[config.mk]
export PLATFORM = sky130hd
export DESIGN_NAME = load_store_unit
export DESIGN_NICKNAME = d
export VERILOG_FILES = /design/src/rtl/lsu_pkg.sv /design/src/rtl/lsu_align.sv /design/src/rtl/load_store_unit.sv
export SDC_FILE = /design/constraint.sdc
export NUM_CORES = 1
export LEC_CHECK = 0
export ABC_CLOCK_PERIOD_IN_PS = 4400
export CAP_MARGIN = 10
export CORE_ASPECT_RATIO = 1.2
export CORE_MARGIN = 2
export CORE_UTILIZATION = 40
export CTS_BUF_LIST = sky130_fd_sc_hd__clkbuf_8 sky130_fd_sc_hd__clkbuf_16
export DETAILED_ROUTE_END_ITERATION = 16
export GPL_TIMING_DRIVEN = 1
export PLACE_DENSITY = 0.7
export SKIP_LAST_GASP = 1
export SLEW_MARGIN = 20
export SYNTH_ARGS = -nofsm -noshare
export SYNTH_HDL_FRONTEND = slang
export SYNTH_SLANG_ARGS = --single-unit
[constraint.sdc]
create_clock -name clk -period 4.4 [get_ports clk]
set_input_delay 0.44 -clock clk [delete_from_list [all_inputs] [get_ports clk]]
set_output_delay 0.44 -clock clk [all_outputs]
set_load 0.01 [all_outputs]
[src/rtl/lsu_pkg.sv]
// ============================================================================
// Module  : lsu_pkg
// Purpose : Shared definitions for the load/store unit. Holds the funct3
//           codes, the FSM state encoding, the load lane-select/extend and
//           store merge helpers, and the request error check.
// Revision: 1.0  initial release
// ============================================================================
`default_nettype none

package lsu_pkg;

  localparam logic [2:0] F3_B  = 3'b000;
  localparam logic [2:0] F3_H  = 3'b001;
  localparam logic [2:0] F3_W  = 3'b010;
  localparam logic [2:0] F3_BU = 3'b100;
  localparam logic [2:0] F3_HU = 3'b101;

  typedef enum logic [1:0] {
    ST_IDLE = 2'd0,
    ST_RD   = 2'd1,
    ST_WR   = 2'd2,
    ST_RESP = 2'd3
  } lsu_state_e;

  // Select the addressed byte or half of a memory word and extend it to 32 bits.
  function automatic logic [31:0] load_extend(input logic [31:0] word,
                                              input logic [2:0]  f3,
                                              input logic [1:0]  lane);
    logic [31:0] shifted;
    logic [7:0]  b;
    logic [15:0] h;
    shifted = word >> {lane, 3'b000};
    b       = shifted[7:0];
    h       = lane[1] ? word[31:16] : word[15:0];
    case (f3)
      F3_B:    load_extend = {{24{b[7]}}, b};
      F3_H:    load_extend = {{16{h[15]}}, h};
      F3_BU:   load_extend = {24'h0, b};
      F3_HU:   load_extend = {16'h0, h};
      default: load_extend = word;
    endcase
  endfunction

  // Replace the addressed byte or half of a memory word with store data.
  function automatic logic [31:0] store_merge(input logic [31:0] word,
                                              input logic [31:0] wdata,
                                              input logic [2:0]  f3,
                                              input logic [1:0]  lane);
    logic [31:0] res;
    res = word;
    if (f3 == F3_B) begin
      case (lane)
        2'd0:    res[7:0]   = wdata[7:0];
        2'd1:    res[15:8]  = wdata[7:0];
        2'd2:    res[23:16] = wdata[7:0];
        default: res[31:24] = wdata[7:0];
      endcase
    end else if (f3 == F3_H) begin
      if (lane[1]) res[31:16] = wdata[15:0];
      else         res[15:0]  = wdata[15:0];
    end else begin
      res = wdata;
    end
    store_merge = res;
  endfunction

  // Illegal funct3 or (when alignment checking is on) a misaligned address.
  function automatic logic req_error(input logic [2:0] f3,
                                     input logic       write,
                                     input logic [1:0] addr_lo,
                                     input logic       check_align);
    logic illegal;
    logic misaligned;
    illegal    = (f3 == 3'b011) || (f3 == 3'b110) || (f3 == 3'b111) ||
                 (write && (f3 != F3_B) && (f3 != F3_H) && (f3 != F3_W));
    misaligned = check_align &&
                 ((((f3 == F3_H) || (f3 == F3_HU)) && addr_lo[0]) ||
                  ((f3 == F3_W) && (addr_lo != 2'b00)));
    req_error  = illegal || misaligned;
  endfunction

endpackage

`default_nettype wire

[src/rtl/lsu_align.sv]
// ============================================================================
// Module  : lsu_align
// Purpose : Combinational data path of the load/store unit: extracts and
//           extends load data, and merges sub-word store data into the word
//           read back from memory.
// Revision: 1.0  initial release
// ============================================================================
`default_nettype none

module lsu_align
  import lsu_pkg::*;
(
  input  logic [31:0] word_i,
  input  logic [31:0] wdata_i,
  input  logic [2:0]  f3_i,
  input  logic [1:0]  lane_i,
  output logic [31:0] load_o,
  output logic [31:0] merge_o
);

  assign load_o  = load_extend(word_i, f3_i, lane_i);
  assign merge_o = store_merge(word_i, wdata_i, f3_i, lane_i);

endmodule

`default_nettype wire

[src/rtl/load_store_unit.sv]
// ============================================================================
// Module  : load_store_unit
// Purpose : Bridges CPU load/store requests onto a word-wide data memory.
//           Sub-word stores use a read-modify-write; bad requests are
//           answered with an error and never reach memory.
// Revision: 1.0  initial release
// ============================================================================
`default_nettype none

module load_store_unit
  import lsu_pkg::*;
#(
  parameter int ADDR_W      = 32,
  parameter bit CHECK_ALIGN = 1'b1
) (
  input  logic              clk,
  input  logic              rst_n,
  input  logic              req_valid,
  input  logic              req_write,
  input  logic [2:0]        req_funct3,
  input  logic [ADDR_W-1:0] req_addr,
  input  logic [31:0]       req_wdata,
  output logic              req_ready,
  output logic              resp_done,
  output logic              resp_err,
  output logic [31:0]       resp_rdata,
  output logic              mem_read,
  output logic              mem_write,
  output logic [31:0]       mem_addr,
  output logic [31:0]       mem_wdata,
  input  logic [31:0]       mem_rdata
);

  lsu_state_e        state_q;
  logic [ADDR_W-1:0] addr_q;
  logic [31:0]       wdata_q;
  logic [2:0]        f3_q;
  logic              wr_q;
  logic [31:0]       rdata_q;
  logic [31:0]       merge_q;
  logic              done_q;
  logic              err_q;

  logic [31:0]       load_d;
  logic [31:0]       merge_d;
  logic              req_err;

  assign req_err = req_error(req_funct3, req_write, req_addr[1:0], CHECK_ALIGN);

  lsu_align u_align (
    .word_i  (mem_rdata),
    .wdata_i (wdata_q),
    .f3_i    (f3_q),
    .lane_i  (addr_q[1:0]),
    .load_o  (load_d),
    .merge_o (merge_d)
  );

  // Request sequencing FSM: latch on accept, read, optional write, respond.
  always_ff @(posedge clk) begin
    if (!rst_n) begin
      state_q <= ST_IDLE;
      addr_q  <= '0;
      wdata_q <= '0;
      f3_q    <= '0;
      wr_q    <= 1'b0;
      rdata_q <= '0;
      merge_q <= '0;
      done_q  <= 1'b0;
      err_q   <= 1'b0;
    end else begin
      done_q <= 1'b0;
      case (state_q)
        ST_IDLE: begin
          if (req_valid) begin
            addr_q  <= req_addr;
            wdata_q <= req_wdata;
            f3_q    <= req_funct3;
            wr_q    <= req_write;
            if (req_err) begin
              // Bad requests skip memory entirely and answer next cycle.
              err_q   <= 1'b1;
              done_q  <= 1'b1;
              state_q <= ST_RESP;
            end else if (req_write && (req_funct3 == F3_W)) begin
              state_q <= ST_WR;
            end else begin
              state_q <= ST_RD;
            end
          end
        end
        ST_RD: begin
          if (wr_q) begin
            merge_q <= merge_d;
            state_q <= ST_WR;
          end else begin
            rdata_q <= load_d;
            done_q  <= 1'b1;
            state_q <= ST_RESP;
          end
        end
        ST_WR: begin
          done_q  <= 1'b1;
          state_q <= ST_RESP;
        end
        default: begin
          err_q   <= 1'b0;
          state_q <= ST_IDLE;
        end
      endcase
    end
  end

  // Memory strobes decode only from the state register.
  assign req_ready  = (state_q == ST_IDLE);
  assign mem_read   = (state_q == ST_RD);
  assign mem_write  = (state_q == ST_WR);
  assign mem_addr   = 32'({addr_q[ADDR_W-1:2], 2'b00});
  assign mem_wdata  = (f3_q == F3_W) ? wdata_q : merge_q;
  assign resp_done  = done_q;
  assign resp_err   = err_q;
  assign resp_rdata = rdata_q;

endmodule

`default_nettype wire

==> results_dict.tcl, run 1 <==
set metrics [dict create \
    synthFlopType "dfxtp_1" \
    finish.utilization 0.551 \
    finalCritPeriodShare 0.752 \
    cts_tree "done" \
    syn_area_sq_um 6850 \
    final.min_clock_period_ns 3.31 \
    h-tree-depth 4 \
    antenna_left 0 \
    drc 0 \
    hold_path.class "flop to flop" \
    ys_warn_count 0 \
    power.switching_mw 1.72 \
    dp_slack_ns 1.58 \
    drive_above_1_share 0.0888 \
    power.share.clock 0.288 \
    critPathKind "flop to output pin" \
    cts-root-buf "clkbuf_16" \
    clk_latency_ns 0.43 \
    hold_viol_final 0 \
    num_rows 52 \
    grt_pass1_wl_mm 32.9 \
    fin_skew_ns 0.0102 \
    vias 6332 \
    setup_slack_ns 1.09 \
    synth_top_area_frac 0.398 \
    antenna_found_initial 0 \
    rsz0062_at_grt "false" \
    p_per_area_nw_per_um2 527 \
    dr.pass1.iters 4 \
    ioPinCount 204 \
    leakagePower_nw 3.47 \
    worstMarginPinSlew_ns 1.09 \
    nets 1063 \
    ys_top_cells_by_area "dfxtp_1, nand2_1, a21boi_0" \
    cts_inserted_buffers 17 \
    drt_iter0_drc 329 \
    ys_types 44 \
    start_kind "flop" \
    synth.most_common_cell "nand2_1" \
    syn_to_final_growth_pct 35.1 \
    status "complete, no violations" \
    portBuffers 201 \
    cts_setup_buffers 0 \
    grt_max_degree 61 \
    routed_wl_mm 21.4 \
    fillers 1564 \
    clkTransAtPathRegs_ns 0.06 \
    ys_top_cells_by_count "nand2_1, dfxtp_1, a21boi_0, o21ai_0, mux2_2" \
    clk_path_buf_depth 2 \
    place_inst 1153 \
    fin_cells 1185 \
    hold_buffers 0 \
    relSlewSlack 0.265 \
    p_seq_frac 0.354 \
    core_sq_um 16800 \
    die_y_um 147 \
    tns_ns 0 \
    worstPathArrival_ns 2.87 \
    worstSetupEndpointType "output pin" \
    avgSynthCellArea_sq_um 8.33 \
    design_area_sq_um 9250 \
    post_drt_wl_per_cell_um 18.1 \
    synthArstFlopShare 0 \
    grt_pass1_vias 6048 \
    vdd_drop_max_mv 0.291 \
    sw_frac_of_total 0.354 \
    hp-start "merge_q[14]$_SDFFE_PN0P_" \
    routabilityCongestion 0.910 \
    synth-edff-count 0 \
    grt_usage 0.236 \
    dp_hpwl_mm 15.2 \
    start_util 0.408 \
    die_area_sq_um 18200 \
    overflow 0 \
    cp_max_fo 24 \
    slew_violations 0 \
    ys_ff_latch 136 \
    post_cts_resize_count 0 \
    crit_required_ns 3.96 \
    setup.worst_path.start "f3_q[0]$_SDFFE_PN0P_" \
    setup_viol 0 \
    fmax_mhz 302 \
    yosys.area.top_type "dfxtp_1" \
    p_comb_frac 0.358 \
    placed_area_sq_um 8670 \
    dieWidth_um 123 \
    numClockSinks 136 \
    vias_per_cell 5.34 \
    r2r-start "f3_q[0]$_SDFFE_PN0P_" \
    synth_cells 822 \
    power.internal_mw 3.15 \
    maxCapViolations 0 \
    diodes 0 \
    seq_area_frac_synth 0.398 \
]
critical path, stage by stage, from the launching register on:
cell and delay [ns]:
dfxtp_1 0.48, inv_1 0.20, and3_1 0.44, buf_4 0.43, mux2_2 0.39, clkdlybuf4s50_1 0.48
through the flow:
step | total power, mW | hold slack (ns)
after CTS | 4.91 | 0.456
final | 4.87 | 0.451
after global placement | 3.48 | 0.447
after detailed placement | 3.49 | 0.448
after global routing | 5.15 | 0.463
after floorplan | 2.75 | 0.421
cell type report:
class	instances	area, sq um	share of cell area
Multi-Input combinational cell	586	3590	0.388
Sequential cell	136	2720	0.294
Timing Repair Buffer	209	2070	0.224
Clock buffer	17	425	0.0460
Tap cell	216	270	0.0292
Clock inverter	15	154	0.0166
Inverter	6	22.5	0.00244
power by group through the flow:
stage	logic (mW)	clock network, mW	registers, mW
2_1_floorplan	1.03	0	1.71
3_3_place_gp	1.73	0	1.74
3_5_place_dp	1.74	0	1.74
4_1_cts	1.76	1.43	1.72
5_1_grt	1.91	1.48	1.75
6_report	1.74	1.40	1.72
layout by cell type (no fill, tap or decap), types with 3 or more instances in the layout:
master	count
inv_6	4
buf_4	8
mux2_2	39
nand3_1	3
dfxtp_1	136
clkinv_4	3
o211a_1	7
clkbuf_16	17
nor3_1	10
clkdlybuf4s50_1	200
nand2_1	198
inv_1	8
ha_1	4
o221ai_1	16
nor2_1	7
a211oi_1	30
a21boi_0	69
nand2b_1	6
mux2i_1	21
and3b_1	7
a21oi_1	28
nand3b_1	7
nor2b_1	4
and3_1	26
o21ai_0	64
o21ai_1	10
o21a_1	8
routing by layer:
metal | GRT usage | routed length, um
met5 | 0 | 0
met4 | 0.110 | 695
met3 | 0.0621 | 1440
met2 | 0.377 | 10300
met1 | 0.295 | 8990
path summary, 6_finish.rpt:
path         slack (ns)  depth (start not counted)                        to
max                1.09                          5             mem_wdata[28]
min                0.45                          2  merge_q[14]$_SDFFE_PN0P_
max reg2reg        1.88                          4  merge_q[18]$_SDFFE_PN0P_
min reg2reg        0.45                          2  merge_q[14]$_SDFFE_PN0P_
logic make-up after synthesis:
kind of cell / Yosys count / synth area share
AOI/OAI and AO/OA: 241 / 0.237
adders and majority gates: 4 / 0.00731
and+or+nand+nor: 278 / 0.181
muxes: 61 / 0.0965
other: 1 / 0.000548
buffers and inverters: 101 / 0.0799
DFF: 136 / 0.398
state kept, by name, indices dropped and copies added, names as in the netlist, 2 cells and up:
| signal | cells |
|---|---|
| addr_q | 32 |
| f3_q | 3 |
| merge_q | 32 |
| resp_rdata | 32 |
| state_q | 2 |
| wdata_q | 32 |
No activity file was read; power rests on OpenSTA's default activity.
==> run 2: changes to the inputs <==
--- a/config.mk
+++ b/config.mk
@@ -5,7 +5,7 @@
 export SDC_FILE = /design/constraint.sdc
 export NUM_CORES = 1
 export LEC_CHECK = 0
-export ABC_CLOCK_PERIOD_IN_PS = 4400
+export ABC_CLOCK_PERIOD_IN_PS = 2800
 export CAP_MARGIN = 10
 export CORE_ASPECT_RATIO = 1.2
 export CORE_MARGIN = 2
@@ -13,7 +13,7 @@
 export CTS_BUF_LIST = sky130_fd_sc_hd__clkbuf_8 sky130_fd_sc_hd__clkbuf_16
 export DETAILED_ROUTE_END_ITERATION = 16
 export GPL_TIMING_DRIVEN = 1
-export PLACE_DENSITY = 0.7
+export PLACE_DENSITY = 0.72
 export SKIP_LAST_GASP = 1
 export SLEW_MARGIN = 20
 export SYNTH_ARGS = -nofsm -noshare
==> constraint.sdc (replaced) <==
create_clock -name clk -period 2.8 [get_ports clk]
set_input_delay 0.28 -clock clk [delete_from_list [all_inputs] [get_ports clk]]
set_output_delay 0.28 -clock clk [all_outputs]
set_load 0.01 [all_outputs]
==> run 2 against run 1 <==
  * Final area is 0.39% higher
  * Global-route usage up 0.11 points
  * Critical path depth unchanged
  * Critical path type unchanged
  * Largest power group unchanged
  * Non-clock buffer count up 8
  * Clock power increased by 46%
  * Routed wire length increased by 0.49%
  * Via count increased by 0.74%
==> results_dict.tcl, run 2 (synthesized netlist as in run 1, its figures left out) <==
set metrics [dict create \
    status "complete, no violations" \
    dieWidth_um 123 \
    post_cts_resize_count 0 \
    placed_area_sq_um 8750 \
    r2r_slack_ns 0.50 \
    overflow 0 \
    cts-root-buf "clkbuf_16" \
    routed_wl_mm 21.5 \
    antenna_left 0 \
    grt_max_degree 59 \
    fin_skew_ns 0.0101 \
    design_area_sq_um 9280 \
    final_common_cell "clkdlybuf4s50_1" \
    clkTransAtPathRegs_ns 0.06 \
    critPathKind "flop to output pin" \
    dp_hpwl_mm 15.5 \
    max_stage_delay_ns 0.49 \
    clk_path_buf_depth 2 \
    vias 6379 \
    hold_path_end "wdata_q[15]$_SDFFE_PN0P_" \
    num_rows 52 \
    slew_violations 0 \
    nets 1071 \
    cp_slowest_cell "clkdlybuf4s50_1" \
    rsz0062_at_grt "false" \
    dr.pass1.iters 5 \
    finalCritPeriodShare 0.916 \
    core_sq_um 16800 \
    start_kind "flop" \
    cts_inserted_buffers 17 \
    r2r-start "f3_q[0]$_SDFFE_PN0P_" \
    hold_buffers 0 \
    die_area_sq_um 18200 \
    vias_per_cell 5.35 \
    hold_viol_final 0 \
    setup_slack_ns 0.235 \
    leakagePower_nw 3.51 \
    final_cell_mix "clkdlybuf4s50_1, nand2_1, dfxtp_1, a21boi_0, o21ai_0" \
    post_drt_wl_per_cell_um 18.0 \
    die_y_um 147 \
    maxCapViolations 0 \
    grt_usage 0.237 \
    setup_viol 0 \
    final.min_clock_period_ns 2.57 \
    syn_to_final_growth_pct 35.6 \
    holdWs_ns 0.420 \
    crit_required_ns 2.52 \
    routabilityCongestion 0.883 \
    worstMarginPinSlew_ns 0.757 \
    r2r_cells 5 \
    start_util 0.408 \
    relSlewSlack 0.495 \
    diodes 0 \
    grt_pass1_wl_mm 33.4 \
    drt_iter0_drc 440 \
    whs_path_depth 3 \
    cp_num_buf_inv 3 \
    cp_top_family "buffers and inverters" \
    path_cells "inv_1 -> and3_1 -> buf_4 -> mux2_2 -> clkdlybuf4s50_1" \
    worstPathArrival_ns 2.29 \
    hold_path.class "input port to flop" \
    p_per_area_nw_per_um2 814 \
    fmax_mhz 390 \
    h-tree-depth 4 \
    drc 0 \
    grt_pass1_vias 6157 \
    portBuffers 201 \
    clk_latency_ns 0.42 \
    cts_tree "done" \
    cp_max_fo 24 \
    finish.utilization 0.553 \
    worstSetupEndpointType "output pin" \
    drive_above_1_share 0.0932 \
    hp-start "req_wdata[15]" \
    antenna_found_initial 0 \
    vdd_drop_max_mv 0.449 \
    cts_setup_buffers 0 \
    reg2reg_to "merge_q[18]$_SDFFE_PN0P_" \
    ioPinCount 204 \
    setup.worst_path.start "f3_q[2]$_SDFFE_PN0P_" \
    dp_slack_ns 0.544 \
    numClockSinks 136 \
    tns_ns 0 \
]
## run 2: cell types whose count changed in the layout (fill, tap and decap cells not counted)
cell / previous run / this run
clkinv_4: 3 / 0
clkinvlp_4: 2 / 1
clkbuf_8: 0 / 1
clkinv_2: 2 / 6
inv_6: 4 / 1
bufinv_16: 2 / 1
inv_1: 8 / 10
buf_12: 0 / 2
buf_4: 8 / 14
## run 2: worst max-delay path by stage
| stage | end | depth (start not counted) |
|---|---|---|
| floorplan | mem_wdata[6] | 5 |
| global placement | merge_q[18]$_SDFFE_PN0P_ | 5 |
| detailed placement | merge_q[18]$_SDFFE_PN0P_ | 5 |
| CTS | mem_wdata[12] | 5 |
| global route | mem_wdata[16] | 5 |
| finish | mem_wdata[12] | 5 |
## run 2: cell type report
class	count	area [sq um]
timing repair buffer	217	2150
clock inverter	13	91.3
tap	216	270
fill	1560	7500
multi-input combinational	586	3590
clock buffer	18	439
inverter	6	22.5
sequential	136	2720
## run 2: power by group
| group | switching, mW | total (mW) | internal [mW] |
|---|---|---|---|
| sequential | 0.322 | 2.68 | 2.36 |
| clock | 0.827 | 2.04 | 1.22 |
| combinational | 1.50 | 2.83 | 1.33 |
| total | 2.65 | 7.55 | 4.90 |
## run 2: routing by layer
metal	GRT usage	part of all wire	wire, um	vias to the layer above
li1	-	-	-	3115
met1	0.299	0.41	8900	3006
met2	0.393	0.50	10700	221
met3	0.0594	0.068	1460	37
met4	0.0795	0.022	465	0
met5	0	0	0	-
## run 2: tightest hold or removal path, delay by kind of cell
family	cells	cell delay, ns
AO/OA/AOI/OAI	1	0.06
buffers and inverters	1	0.40
AND/OR/NAND/NOR	1	0.05
## run 2: per-stage QoR
stage               std cells  power, mW
finish                   1192       7.55
global route             1192       7.99
CTS                      1192       7.60
detailed placement       1161       5.53
global placement         1161       5.51
floorplan                 823       4.32
==> run 3: changes to the inputs <==
--- a/config.mk
+++ b/config.mk
@@ -6,11 +6,10 @@
 export NUM_CORES = 1
 export LEC_CHECK = 0
 export ABC_CLOCK_PERIOD_IN_PS = 2800
-export CAP_MARGIN = 10
+export CAP_MARGIN = 20
 export CORE_ASPECT_RATIO = 1.2
 export CORE_MARGIN = 2
 export CORE_UTILIZATION = 40
-export CTS_BUF_LIST = sky130_fd_sc_hd__clkbuf_8 sky130_fd_sc_hd__clkbuf_16
 export DETAILED_ROUTE_END_ITERATION = 16
 export GPL_TIMING_DRIVEN = 1
 export PLACE_DENSITY = 0.72
==> run 3 against run 2 <==
  * Clock skew increased by 0.0018 ns
  * Sequential power is essentially flat
  * Power increased by 0.16%
  * Via count grew 0.34%
  * Sequential share of layout area stayed put
  * Final area unchanged
  * Combinational power is essentially flat
  * Largest cell class unchanged
  * Highest routed layer unchanged
==> results_dict.tcl, run 3 (synthesized netlist as in run 1, its figures left out) <==
set metrics [dict create \
    drt_iter0_drc 434 \
    path_cells "inv_1 -> and3_1 -> buf_4 -> mux2_2 -> clkdlybuf4s50_1" \
    routed_wl_mm 21.5 \
    num_rows 52 \
    final.min_clock_period_ns 2.55 \
    crit_required_ns 2.52 \
    cts_inserted_buffers 17 \
    rsz0062_at_grt "false" \
    worstPathArrival_ns 2.27 \
    post_drt_wl_per_cell_um 18.1 \
    overflow 0 \
    die_y_um 147 \
    cp_max_fo 24 \
    p_seq_frac 0.354 \
    vias 6401 \
    design_area_sq_um 9280 \
    power.switching_mw 2.65 \
    antenna_found_initial 0 \
    dr.pass1.iters 5 \
    syn_to_final_growth_pct 35.6 \
    dieWidth_um 123 \
    diodes 0 \
    grt_max_degree 59 \
    ioPinCount 204 \
    cp_slowest_cell "clkdlybuf4s50_1" \
    placed_area_sq_um 8750 \
    grt_pass1_wl_mm 33.4 \
    routabilityCongestion 0.883 \
    drive_above_1_share 0.0932 \
    hold_viol_final 0 \
    vdd_drop_max_mv 0.447 \
    cp_num_buf_inv 3 \
    worstSetupEndpointType "output pin" \
    relSlewSlack 0.492 \
    vias_per_cell 5.37 \
    portBuffers 201 \
    cp_top_family "buffers and inverters" \
    final_cell_mix "clkdlybuf4s50_1, nand2_1, dfxtp_1, a21boi_0, o21ai_0" \
    post_cts_resize_count 0 \
    p_per_area_nw_per_um2 815 \
    maxCapViolations 0 \
    finalCritPeriodShare 0.912 \
    clkTransAtPathRegs_ns 0.06 \
    nets 1071 \
    hold_buffers 0 \
    max_stage_delay_ns 0.49 \
    final_common_cell "clkdlybuf4s50_1" \
    drc 0 \
    slew_violations 0 \
    dp_hpwl_mm 15.5 \
    setup_viol 0 \
    power.share.clock 0.272 \
    start_kind "flop" \
    status "complete, no violations" \
    critPathKind "flop to output pin" \
    hold_path.class "input port to flop" \
    start_util 0.408 \
    leakagePower_nw 3.50 \
    clk_latency_ns 0.42 \
    sw_frac_of_total 0.350 \
    p_comb_frac 0.374 \
    grt_pass1_vias 6157 \
    die_area_sq_um 18200 \
    antenna_left 0 \
    tns_ns 0 \
    grt_usage 0.237 \
    clk_path_buf_depth 2 \
    worstMarginPinSlew_ns 0.763 \
    numClockSinks 136 \
    cts_setup_buffers 0 \
    cts-root-buf "clkbuf_16" \
    fmax_mhz 392 \
    h-tree-depth 4 \
    fin_skew_ns 0.0119 \
    power.internal_mw 4.92 \
    core_sq_um 16800 \
    cts_tree "done" \
]
==> run 3: cell count changes in the layout (fill, tap and decap cells not counted) <==
cell,before,now
inv_1,10,6
clkbuf_1,0,4
==> run 3: power groups by stage <==
stage | clock, mW | combinational, mW | sequential, mW
after floorplan | 0 | 1.63 | 2.69
after global placement | 0 | 2.81 | 2.71
after detailed placement | 0 | 2.83 | 2.71
after CTS | 2.10 | 2.84 | 2.68
after global routing | 2.19 | 3.09 | 2.72
final | 2.06 | 2.83 | 2.68
==> run 3: per-stage QoR <==
stage / setup slack [ns] / power, mW / util / hold WS, ns / instances
after global placement: 0.590 / 5.51 / 0.521 / 0.440 / 1161
after global routing: 0.131 / 8.00 / 0.553 / 0.418 / 1192
after detailed placement: 0.544 / 5.53 / 0.521 / 0.441 / 1161
final: 0.247 / 7.57 / 0.553 / 0.420 / 1192
after floorplan: 1.15 / 4.32 / - / 0.421 / 823
after CTS: 0.221 / 7.61 / 0.553 / 0.404 / 1192
==> run 3: worst paths after layout <==
| path | from | slack [ns] | cells past startpoint | end |
|---|---|---|---|---|
| worst min-delay path | req_wdata[15] | 0.42 | 3 | wdata_q[15]$_SDFFE_PN0P_ |
| worst min register to register | merge_q[12]$_SDFFE_PN0P_ | 0.45 | 2 | merge_q[12]$_SDFFE_PN0P_ |
| worst max-delay path | f3_q[2]$_SDFFE_PN0P_ | 0.25 | 5 | mem_wdata[12] |
| worst max register to register | f3_q[0]$_SDFFE_PN0P_ | 0.51 | 5 | merge_q[18]$_SDFFE_PN0P_ |
==> run 3: area by class of cell <==
cell class                 instances  area [sq um]
fill                            1560          7500
multi-input combinational        586          3590
sequential                       136          2720
timing repair buffer             217          2150
clock buffer                      22           454
tap                              216           270
clock inverter                     9          76.3
inverter                           6          22.5
==> run 3: worst reg2reg max path, stage by stage, from the launching register on <==
cell and delay (ns):
dfxtp_1 0.32, buf_4 0.22, nand2b_1 0.61, nand2_1 0.35
a211oi_1 0.49, o21ai_0 0.17
==> run 3: routing by layer <==
metal	up-vias	GRT usage	part of all wire
met5	-	0	0
met4	0	0.0795	0.022
met3	37	0.0594	0.071
met2	245	0.393	0.50
met1	3006	0.299	0.41
li1	3113	-	-
